### src/rtl/seq_det_pkg.sv
// Shared types and defaults for the programmable serial pattern detector.
// No logic here: overlap mode encoding, default widths and the length clamp helper.
package seq_det_pkg;

  typedef enum logic {
    OVL_OFF = 1'b0,
    OVL_ON  = 1'b1
  } ovl_mode_e;

  localparam int DEF_PAT_W = 8;
  localparam int DEF_LEN_W = 5;
  localparam int DEF_CNT_W = 8;

  function automatic int clamp_len(input int len, input int max_len);
    return (len > max_len) ? max_len : len;
  endfunction

endpackage

### src/rtl/seq_detector_prog_sat_counter.sv
// Saturating up-counter with a runtime ceiling; clr+inc in one cycle yields 1.
// One-cycle update latency, no backpressure (inc simply holds at i_max).
module sat_counter #(
  parameter int W = 8
) (
  input  logic         i_clk,
  input  logic         i_rst_n,
  input  logic         i_clr,
  input  logic         i_inc,
  input  logic [W-1:0] i_max,
  output logic [W-1:0] o_q
);

  logic [W-1:0] r_q;

  always_ff @(posedge i_clk or negedge i_rst_n) begin
    if (!i_rst_n) begin
      r_q <= '0;
    end else if (i_clr) begin
      r_q <= i_inc ? W'(1) : '0;
    end else if (i_inc && (r_q < i_max)) begin
      r_q <= r_q + W'(1);
    end
  end

  assign o_q = r_q;

endmodule

### src/rtl/seq_detector_prog.sv
// Runtime-programmable serial pattern detector with overlap mode and saturating match count.
// detect is registered (1 clock after the final bit); input is valid-qualified, no backpressure.
module seq_detector_prog
  import seq_det_pkg::*;
#(
  parameter int PAT_W = DEF_PAT_W,
  parameter int LEN_W = DEF_LEN_W,
  parameter int CNT_W = DEF_CNT_W
) (
  input  logic             i_clk,
  input  logic             i_rst_n,
  input  logic             i_cfg_load,
  input  logic [PAT_W-1:0] i_cfg_pattern,
  input  logic [LEN_W-1:0] i_cfg_len,
  input  logic             i_cfg_overlap,
  input  logic             i_in_valid,
  input  logic             i_inbit,
  input  logic             i_count_clr,
  output logic             o_detect,
  output logic [CNT_W-1:0] o_match_count,
  output logic             o_busy_fill
);

  logic [PAT_W-1:0] r_pat;
  logic [LEN_W-1:0] r_len;
  ovl_mode_e        r_ovl;
  // The oldest history bit is shifted out before it can reach the comparator, so it is not kept.
  logic [PAT_W-2:0] r_hist;
  logic             r_detect;

  logic [LEN_W-1:0] w_fill;
  logic [PAT_W-1:0] w_shift;
  logic [PAT_W-1:0] w_mask;
  logic             w_take;
  logic             w_match;
  logic             w_restart;

  assign w_take  = i_in_valid & ~i_cfg_load;
  assign w_shift = {r_hist, i_inbit};

  always_comb begin
    w_mask = '0;
    for (int i = 0; i < PAT_W; i++) begin
      w_mask[i] = (i < int'(r_len));
    end
  end

  assign w_match = w_take && (r_len != '0)
                && ((w_shift & w_mask) == (r_pat & w_mask))
                && (w_fill >= (r_len - LEN_W'(1)));

  // Non-overlapping mode demands len fresh bits after every match.
  assign w_restart = w_match && (r_ovl == OVL_OFF);

  always_ff @(posedge i_clk or negedge i_rst_n) begin
    if (!i_rst_n) begin
      r_pat <= '0;
      r_len <= '0;
      r_ovl <= OVL_OFF;
    end else if (i_cfg_load) begin
      r_pat <= i_cfg_pattern;
      r_len <= LEN_W'(clamp_len(int'(i_cfg_len), PAT_W));
      r_ovl <= ovl_mode_e'(i_cfg_overlap);
    end
  end

  always_ff @(posedge i_clk or negedge i_rst_n) begin
    if (!i_rst_n) begin
      r_hist   <= '0;
      r_detect <= 1'b0;
    end else begin
      r_detect <= w_match;
      if (i_cfg_load) begin
        r_hist <= '0;
      end else if (w_take) begin
        r_hist <= w_shift[PAT_W-2:0];
      end
    end
  end

  sat_counter #(.W(LEN_W)) u_fill (
    .i_clk   (i_clk),
    .i_rst_n (i_rst_n),
    .i_clr   (i_cfg_load | w_restart),
    .i_inc   (w_take & ~w_restart),
    .i_max   (r_len),
    .o_q     (w_fill)
  );

  sat_counter #(.W(CNT_W)) u_count (
    .i_clk   (i_clk),
    .i_rst_n (i_rst_n),
    .i_clr   (i_count_clr),
    .i_inc   (w_match),
    .i_max   ({CNT_W{1'b1}}),
    .o_q     (o_match_count)
  );

  assign o_detect    = r_detect;
  assign o_busy_fill = (r_len == '0) || (w_fill < r_len);

endmodule
### config.mk
export PLATFORM = sky130hd
export DESIGN_NAME = seq_detector_prog
export DESIGN_NICKNAME = d
export VERILOG_FILES = /design/src/rtl/seq_det_pkg.sv /design/src/rtl/seq_detector_prog_sat_counter.sv /design/src/rtl/seq_detector_prog.sv
export SDC_FILE = /design/constraint.sdc
export NUM_CORES = 1
export LEC_CHECK = 0
export ABC_AREA = 1
export CAP_MARGIN = 0
export CORE_MARGIN = 3
export CORE_UTILIZATION = 49
export DETAILED_ROUTE_END_ITERATION = 12
export GPL_TIMING_DRIVEN = 0
export PLACE_DENSITY = 0.73
export REMOVE_ABC_BUFFERS = 1
export SYNTH_ARGS = -nofsm -noshare
export SYNTH_HDL_FRONTEND = slang
export SYNTH_SLANG_ARGS = --single-unit
### constraint.sdc
create_clock -name i_clk -period 2.09 [get_ports i_clk]
set_clock_uncertainty 0.05 [all_clocks]
set_input_delay 0.209 -clock i_clk [delete_from_list [all_inputs] [get_ports i_clk]]
set_output_delay 0.209 -clock i_clk [all_outputs]
set_load 0.05 [all_outputs]
==> impl_table.tex, run 1 <==
\begin{tabular}{lr}
\hline
Metric & Value \\
\hline
\multicolumn{2}{l}{\textbf{Worst setup path}} \\
Series of cell instances along the critical path & inv\_2, ha\_4, nand3\_4, xor2\_4, ha\_4, a21o\_1, nor2\_1, nand3\_2, buf\_4, nand4\_4, nand3\_1, nand2\_1 \\
Crit path required time & 2260 ps \\
Crit-path most repeated cell & sky130\_fd\_sc\_hd\_\_ha\_4 \\
Max incr delay on CP & 430 ps \\
Worst Path Buf+Inv & 2 \\
Arrival time at the worst endpoint & 2400 ps \\
Biggest fanout along the worst timing path & 8 \\
Crit. End Element & flip-flop \\
Cell family with most CP delay & simple AND/OR/NAND/NOR gates \\
Cell type of the slowest stage on the worst timing path & sky130\_fd\_sc\_hd\_\_dfrtp\_1 \\
Element type at the critical path start & flip-flop \\
Startpoint-to-endpoint class of the critical path & reg2reg \\
\multicolumn{2}{l}{\textbf{STA}} \\
Worst slew pin tran & 797 ps \\
Pins Over Slew Limit & 0 \\
Share of the clock period used by the worst path after layout & 107\% \\
Unrepaired setup endpoints after global routing & true \\
Peak Freq & 0.448 GHz \\
Relative slew slack & 46.9\% \\
Post-layout worst setup margin & -140 ps \\
Setup tns final & -1330 ps \\
Min Clock Period, post-route & 2230 ps \\
Total setup violations reported at the end of the flow & 13 \\
Total count of hold-check failures in the final report & 0 \\
\multicolumn{2}{l}{\textbf{Clock network}} \\
Num CTS Buffers & 5 \\
CTS tree & yes \\
Maximum count of clock buffers along a single path & 2 \\
Later-pin clock latency in the skew report & 290 ps \\
H-tree depth & 2 \\
Clock-pin slew on the worst setup and hold paths & 70 ps \\
Clock root buffer master & sky130\_fd\_sc\_hd\_\_clkbuf\_8 \\
CTS Sinks & 35 \\
\multicolumn{2}{l}{\textbf{GRT}} \\
Global-route wire length before repair & 7940 um \\
Largest net degree at the start of global routing & 36 \\
Overall global routing resource usage & 19.3\% \\
Total grt overflow & 0 \\
Via count of the first global-routing pass & 1,802 \\
Antenna violations before repair & 0 \\
\multicolumn{2}{l}{\textbf{Die}} \\
Area of the core & 4140 um\^{}2 \\
Die height & 72.5 um \\
Area enclosed by the die boundary & 5260 um\^{}2 \\
Initial standard-cell utilization of the core & 52.4\% \\
Cell row count & 23 \\
Horizontal die dimension & 72.5 um \\
I/O pin total & 30 \\
\multicolumn{2}{l}{\textbf{Job}} \\
Maxcap violations & 0 \\
\multicolumn{2}{l}{\textbf{Layout}} \\
Final Non-Filler Cells & 374 \\
Share of cells above drive strength 1 & 17.3\% \\
Area Growth Syn to Fin & 31.5\% \\
Diode insertion count for antenna repair & 0 \\
Leading cell types in the layout, fill and taps excluded & 76 x sky130\_fd\_sc\_hd\_\_nand2\_1, 41 x sky130\_fd\_sc\_hd\_\_inv\_1, 31 x sky130\_fd\_sc\_hd\_\_dfrtp\_1 \\
Number of nets at the end of the flow & 358 \\
Most common cell after layout, fill and taps aside & sky130\_fd\_sc\_hd\_\_nand2\_1 \\
\multicolumn{2}{l}{\textbf{Drt}} \\
Drt initial violations & 58 \\
Final Routed Wirelength & 4720 um \\
Routed WL per cell & 12.6 um \\
Via-per-instance ratio & 4.99 \\
Vias & 1,865 \\
Post-DRT Antenna Nets & 0 \\
Count of unresolved DRC violations after routing & 0 \\
1st-pass router iterations & 4 \\
\multicolumn{2}{l}{\textbf{Logic synthesis}} \\
Post-synthesis sequential element count & 35 \\
Fraction of the yosys area taken by sequential cells & 40.4\% \\
Fraction of post-synthesis cell area in the top cell type by area & 40.4\% \\
Synthesized instance count & 282 \\
Number of synthesis warnings & 0 \\
Cell types occupying the most area after synthesis & sky130\_fd\_sc\_hd\_\_dfrtp\_1 40\%, sky130\_fd\_sc\_hd\_\_nand2\_1 14\%, sky130\_fd\_sc\_hd\_\_ha\_1 8.7\% \\
Syn\_area\_per\_cell & 7.69 um\^{}2 \\
Mapped Area & 2170 um\^{}2 \\
Unique cell type count in the Yosys netlist & 27 \\
Yosys top cell by area & sky130\_fd\_sc\_hd\_\_dfrtp\_1 \\
\multicolumn{2}{l}{\textbf{Place}} \\
Worst setup timing slack at the placement stage & -466 ps \\
Half-perimeter wire length of the detailed placement result & 3230 um \\
Count of placed standard cells including taps & 358 \\
Routability cong. & 0.805 \\
Number of port buffers & 29 \\
\multicolumn{2}{l}{\textbf{Status}} \\
Outcome & finished, violations left \\
Violated checks & negative setup slack \\
\multicolumn{2}{l}{\textbf{Power and ir drop}} \\
Power per standard cell area & 566 nW/um\^{}2 \\
Static Leak & 1.43 nW \\
Peak supply drop & 0.386 mV \\
\multicolumn{2}{l}{\textbf{Min path}} \\
Worst min-delay path class & in2reg \\
\hline
\end{tabular}
[flip-flops by register name, indices dropped and copies added (netlist names)]
signal / cells
r_len: 5
r_pat: 8
u_fill.o_q: 5
u_count.o_q: 8
r_hist: 7
o_detect: 1
r_ovl: 1
[through the flow]
step / hold WS (ps) / power, mW / utilization, % / instance area, um^2
after floorplan: -137 / 0.915 / - / 2160
after global placement: 429 / 1.01 / 60.6 / 2510
after detailed placement: 293 / 1.02 / 60.4 / 2500
after CTS: 420 / 1.58 / 65.0 / 2690
after global routing: 444 / 1.71 / 68.8 / 2850
final: 422 / 1.62 / 68.8 / 2850
[synth_stat cells]
cell / number
sky130_fd_sc_hd__a21o_1: 1
sky130_fd_sc_hd__inv_1: 45
sky130_fd_sc_hd__nand3_2: 2
sky130_fd_sc_hd__nand4_2: 2
sky130_fd_sc_hd__xnor2_1: 3
sky130_fd_sc_hd__nor2_1: 19
sky130_fd_sc_hd__nand3_1: 30
sky130_fd_sc_hd__clkbuf_1: 2
sky130_fd_sc_hd__o22ai_1: 6
sky130_fd_sc_hd__or2_2: 1
sky130_fd_sc_hd__buf_2: 1
sky130_fd_sc_hd__dfrtp_1: 35
sky130_fd_sc_hd__nor2_2: 1
sky130_fd_sc_hd__o21ai_2: 1
sky130_fd_sc_hd__o21ai_0: 12
sky130_fd_sc_hd__inv_2: 1
sky130_fd_sc_hd__nor3_1: 1
sky130_fd_sc_hd__a21oi_1: 6
sky130_fd_sc_hd__o41ai_1: 1
sky130_fd_sc_hd__nand2_4: 1
sky130_fd_sc_hd__nor2_4: 1
sky130_fd_sc_hd__xor2_1: 10
sky130_fd_sc_hd__and3_1: 1
sky130_fd_sc_hd__nand2_1: 79
sky130_fd_sc_hd__nor2_8: 1
sky130_fd_sc_hd__nand4_1: 4
sky130_fd_sc_hd__ha_1: 15
[worst paths after layout]
path | startpoint | to | slack [ps] | cells after the start
min reg2reg | r_pat[0]$_DFFE_PN0P_ | r_pat[0]$_DFFE_PN0P_ | 440 | 2
min | i_cfg_pattern[0] | r_pat[0]$_DFFE_PN0P_ | 420 | 3
max reg2reg | r_len[1]$_DFFE_PN0P_ | u_count.o_q[3]$_DFFE_PN0P_ | -140 | 12
max | r_len[1]$_DFFE_PN0P_ | u_count.o_q[3]$_DFFE_PN0P_ | -140 | 12
max in group asynchronous | i_rst_n | r_len[2]$_DFFE_PN0P_ | 960 | 2
min in group asynchronous | i_rst_n | r_pat[7]$_DFFE_PN0P_ | 480 | 2
[logic make-up after synthesis]
logic type	Yosys count	synth area share, %
AO/OA/AOI/OAI	27	7.04
XOR/XNOR	13	5.25
adder cells (fa/ha/maj)	15	8.65
buffers and inverters	49	8.53
flip-flops	35	40.4
AND/OR/NAND/NOR	143	30.2
[cell type report]
cell class,count,area [um^2]
sequential,35,881
multi-input combinational,198,1280
inverter,46,178
tap,50,62.6
fill,333,1290
timing repair buffer,37,348
clock buffer,8,100
[metal layers]
layer	global-route usage, %	part of all wire (%)	vias up
li1	-	-	979
met1	25.8	47	851
met2	31.3	48	29
met3	3.05	3.2	6
met4	7.38	1.4	0
met5	0	0	-
[power breakdown]
group	total (mW)	internal (mW)	switching [mW]
Clock	0.542	0.301	0.242
Sequential	0.730	0.706	0.0238
Combinational	0.344	0.142	0.202
[what timing repair did]
| action | in CTS | in global routing |
|---|---|---|
| gates resized for setup | 15 | 33 |
| hold buffers | 1 | 0 |
| endpoints found under the hold margin | 35 | 0 |
| setup buffers | 4 | 3 |
| pin swaps | 6 | 11 |
| endpoints found under the setup margin | 15 | 15 |
[worst min-delay path: stages]
cell	delay [ps]
sky130_fd_sc_hd__clkdlybuf4s50_1	400
sky130_fd_sc_hd__nand2_1	60
sky130_fd_sc_hd__nand2_1	40
(Power assumes the default switching activity.)
==> inputs of run 2 (changes only) <==
--- a/config.mk
+++ b/config.mk
@@ -7,7 +7,6 @@
 export LEC_CHECK = 0
 export ABC_AREA = 1
 export CAP_MARGIN = 0
-export CORE_MARGIN = 3
 export CORE_UTILIZATION = 49
 export DETAILED_ROUTE_END_ITERATION = 12
 export GPL_TIMING_DRIVEN = 0
==> run 2 against run 1 <==
  * The run still ends with negative setup slack left
  * Global-route usage is 3.4 points higher
  * Wire length grew 1.8%
  * Design area is 0.75% lower
  * Combinational power increased by 3%
  * Cell count is the same
  * Die area down 11%
  * Via count is 1.7% higher
  * Flip-flop and latch count unchanged
  * Largest cell class unchanged
==> impl_table.tex, run 2 (synthesis gave the netlist of run 1 again) <==
\begin{tabular}{lr}
\hline
Metric & Value \\
\hline
\multicolumn{2}{l}{\textbf{Layout}} \\
Share of cells above drive strength 1 & 15.7\% (-1.5 points) \\
Number of nets at the end of the flow & 359 (+0.28\%) \\
Filler instances & 336 (+0.90\%) \\
Leading cell types in the layout, fill and taps excluded & 77 x sky130\_fd\_sc\_hd\_\_nand2\_1, 41 x sky130\_fd\_sc\_hd\_\_inv\_1, 33 x sky130\_fd\_sc\_hd\_\_dfrtp\_1 \\
Diode insertion count for antenna repair & 0 (unchanged) \\
Final core utilization & 68.8\% (about the same) \\
Most common cell after layout, fill and taps aside & sky130\_fd\_sc\_hd\_\_nand2\_1 \\
Area Growth Syn to Fin & 30.5\% \\
\multicolumn{2}{l}{\textbf{STA}} \\
Share of the clock period used by the worst path after layout & 109\% (+2.6 points) \\
Relative slew slack & 46.9\% (+0.061 points) \\
Worst Hold Margin & 430 ps (+7.81 ps) \\
Worst slew pin tran & 796 ps (-0.913 ps) \\
Min Clock Period, post-route & 2280 ps (+55.1 ps) \\
Peak Freq & 0.438 GHz (-2.4\%) \\
Post-layout worst setup margin & -195 ps (-55.1 ps) \\
Unrepaired setup endpoints after global routing & true \\
Pins Over Slew Limit & 0 (unchanged) \\
Total count of hold-check failures in the final report & 0 (unchanged) \\
Total setup violations reported at the end of the flow & 13 (unchanged) \\
\multicolumn{2}{l}{\textbf{Drt}} \\
1st-pass router iterations & 4 (unchanged) \\
Final Routed Wirelength & 4800 um (+1.8\%) \\
Vias & 1,897 (+1.7\%) \\
Via-per-instance ratio & 5.07 (+1.7\%) \\
Count of unresolved DRC violations after routing & 0 (unchanged) \\
Drt initial violations & 125 (+120\%) \\
Routed WL per cell & 12.8 um (+1.8\%) \\
Post-DRT Antenna Nets & 0 (unchanged) \\
\multicolumn{2}{l}{\textbf{Worst setup path}} \\
Arrival time at the worst endpoint & 2450 ps (+50 ps) \\
Crit path required time & 2250 ps (about the same) \\
Cell depth of the worst flop-to-flop path & 13 (+1) \\
Crit Reg-Reg Startpoint & r\_len[2]\$\_DFFE\_PN0P\_ \\
Launching instance or port of the critical path & r\_len[2]\$\_DFFE\_PN0P\_ \\
Startpoint-to-endpoint class of the critical path & reg2reg \\
Element type at the critical path start & flip-flop \\
Register-to-register setup slack & -190 ps (-60 ps) \\
Biggest fanout along the worst timing path & 9 (+1) \\
Crit. End Element & flip-flop \\
Endpoint of the most critical register-to-register path & u\_count.o\_q[7]\$\_DFFE\_PN0P\_ \\
\multicolumn{2}{l}{\textbf{Die}} \\
Cell row count & 23 (unchanged) \\
Area of the core & 4120 um\^{}2 (-0.69\%) \\
Horizontal die dimension & 68.5 um (-5.5\%) \\
Area enclosed by the die boundary & 4700 um\^{}2 (-11\%) \\
I/O pin total & 30 (unchanged) \\
Die height & 68.5 um (-5.5\%) \\
Initial standard-cell utilization of the core & 52.7\% (+0.37 points) \\
\multicolumn{2}{l}{\textbf{GRT}} \\
Antenna violations before repair & 0 (unchanged) \\
Total grt overflow & 0 (unchanged) \\
Overall global routing resource usage & 22.6\% (+3.4 points) \\
Largest net degree at the start of global routing & 36 (unchanged) \\
Via count of the first global-routing pass & 1,798 (-0.22\%) \\
Global-route wire length before repair & 7770 um (-2.1\%) \\
\multicolumn{2}{l}{\textbf{Power and ir drop}} \\
Peak supply drop & 0.441 mV (+14\%) \\
Static Leak & 1.43 nW (+0.47\%) \\
Share of power burned in registers & 46.4\% (+1.2 points) \\
Fraction of power consumed by the clock network & 31.1\% (-2.5 points) \\
Power spent charging and discharging nets & 0.461 mW (-1.5\%) \\
Relative contribution of combinational cells to total power & 22.5\% (+1.2 points) \\
Power per standard cell area & 555 nW/um\^{}2 (-2.0\%) \\
Post-layout power & 1.57 mW (-2.7\%) \\
Internal cell power & 1.11 mW (-3.2\%) \\
Switching part of the total & 29.3\% (+0.37 points) \\
\multicolumn{2}{l}{\textbf{Status}} \\
Violated checks & negative setup slack \\
Outcome & finished, violations left \\
\multicolumn{2}{l}{\textbf{Place}} \\
Routability cong. & 0.892 (+11\%) \\
Worst setup timing slack at the placement stage & -434 ps (+31.7 ps) \\
Number of port buffers & 29 (unchanged) \\
Half-perimeter wire length of the detailed placement result & 3200 um (-1.2\%) \\
\multicolumn{2}{l}{\textbf{Clock network}} \\
Num CTS Buffers & 5 (unchanged) \\
Maximum count of clock buffers along a single path & 2 (unchanged) \\
Clock root buffer master & sky130\_fd\_sc\_hd\_\_clkbuf\_8 \\
CTS Sinks & 35 (unchanged) \\
CTS tree & yes \\
Later-pin clock latency in the skew report & 280 ps (about the same) \\
H-tree depth & 2 (unchanged) \\
Clock-pin slew on the worst setup and hold paths & 70 ps (about the same) \\
\multicolumn{2}{l}{\textbf{Min path}} \\
Endpoint of the worst hold-timing path & r\_pat[7]\$\_DFFE\_PN0P\_ \\
Worst min-delay path class & in2reg \\
HP Start & i\_cfg\_pattern[7] \\
Worst hold path depth & 3 (unchanged) \\
\multicolumn{2}{l}{\textbf{Job}} \\
Maxcap violations & 0 (unchanged) \\
\hline
\end{tabular}
-- run 2: cell types whose count changed in the layout (fill, tap and decap cells not counted), moves of 2 or more --
cell and delta:
sky130_fd_sc_hd__nor2_1 +2, sky130_fd_sc_hd__nand3_1 +2, sky130_fd_sc_hd__dfrtp_1 +2, sky130_fd_sc_hd__dfrtp_2 -2, sky130_fd_sc_hd__nand3_2 -2
-- run 2: how the worst max path moves through the flow --
stage / to / cells past startpoint
after floorplan: u_fill.o_q[0]$_DFFE_PN0P_ / 12
after detailed placement: u_count.o_q[1]$_DFFE_PN0P_ / 9
after CTS: u_count.o_q[5]$_DFFE_PN0P_ / 13
after global placement: u_count.o_q[5]$_DFFE_PN0P_ / 9
final: u_count.o_q[7]$_DFFE_PN0P_ / 13
after global routing: u_count.o_q[5]$_DFFE_PN0P_ / 13
-- run 2: power groups by stage --
stage | logic, mW | registers, mW | clock network [mW]
after floorplan | 0.179 | 0.736 | 0
after global placement | 0.274 | 0.739 | 0
after detailed placement | 0.280 | 0.740 | 0
after CTS | 0.305 | 0.728 | 0.506
after global routing | 0.394 | 0.734 | 0.530
final | 0.353 | 0.730 | 0.489
-- run 2: metal layers --
layer | part of all wire [%] | global-route usage [%]
met3 | 2.1 | 3.62
met2 | 50 | 37.6
met4 | 2.1 | 9.64
met1 | 46 | 29.0
met5 | 0 | 0
-- run 2: stage by stage --
step	cells	area [um^2]	setup TNS (ps)
5_1_grt	374	2830	-3260
3_5_place_dp	358	2500	-5580
4_1_cts	372	2700	-1630
6_report	374	2830	-2210
3_3_place_gp	358	2510	-6620
2_1_floorplan	279	2160	-383
-- run 2: timing repair --
item,in CTS,in global routing
setup endpoints to repair,15,15
pin swaps,9,8
resized for setup,16,25
hold buffers,1,0
buffers inserted,6,2
hold endpoints to repair,8,0
-- run 2: critical path, stage by stage, from the launching register on --
cell,delay (ps)
sky130_fd_sc_hd__dfrtp_1,440
sky130_fd_sc_hd__inv_4,160
sky130_fd_sc_hd__nand2_1,100
sky130_fd_sc_hd__xor2_1,170
sky130_fd_sc_hd__inv_1,70
sky130_fd_sc_hd__ha_1,360
sky130_fd_sc_hd__nand2_4,70
sky130_fd_sc_hd__inv_1,50
sky130_fd_sc_hd__nand4_1,80
sky130_fd_sc_hd__nand3_2,130
sky130_fd_sc_hd__nand4_4,110
sky130_fd_sc_hd__nor2_4,230
sky130_fd_sc_hd__nand3_1,100
sky130_fd_sc_hd__nand2_1,80
-- run 2: cell type report --
| cell class | instances | area (um^2) | share of cell area [%] |
|---|---|---|---|
| clock buffers | 6 | 82.6 | 2.92 |
| clock inverters | 1 | 5.00 | 0.177 |
| inverters | 46 | 175 | 6.19 |
| multi-input cells | 198 | 1270 | 44.8 |
| flip-flops and latches | 35 | 878 | 31.0 |
| well taps | 50 | 62.6 | 2.21 |
| repair buffers | 38 | 359 | 12.7 |
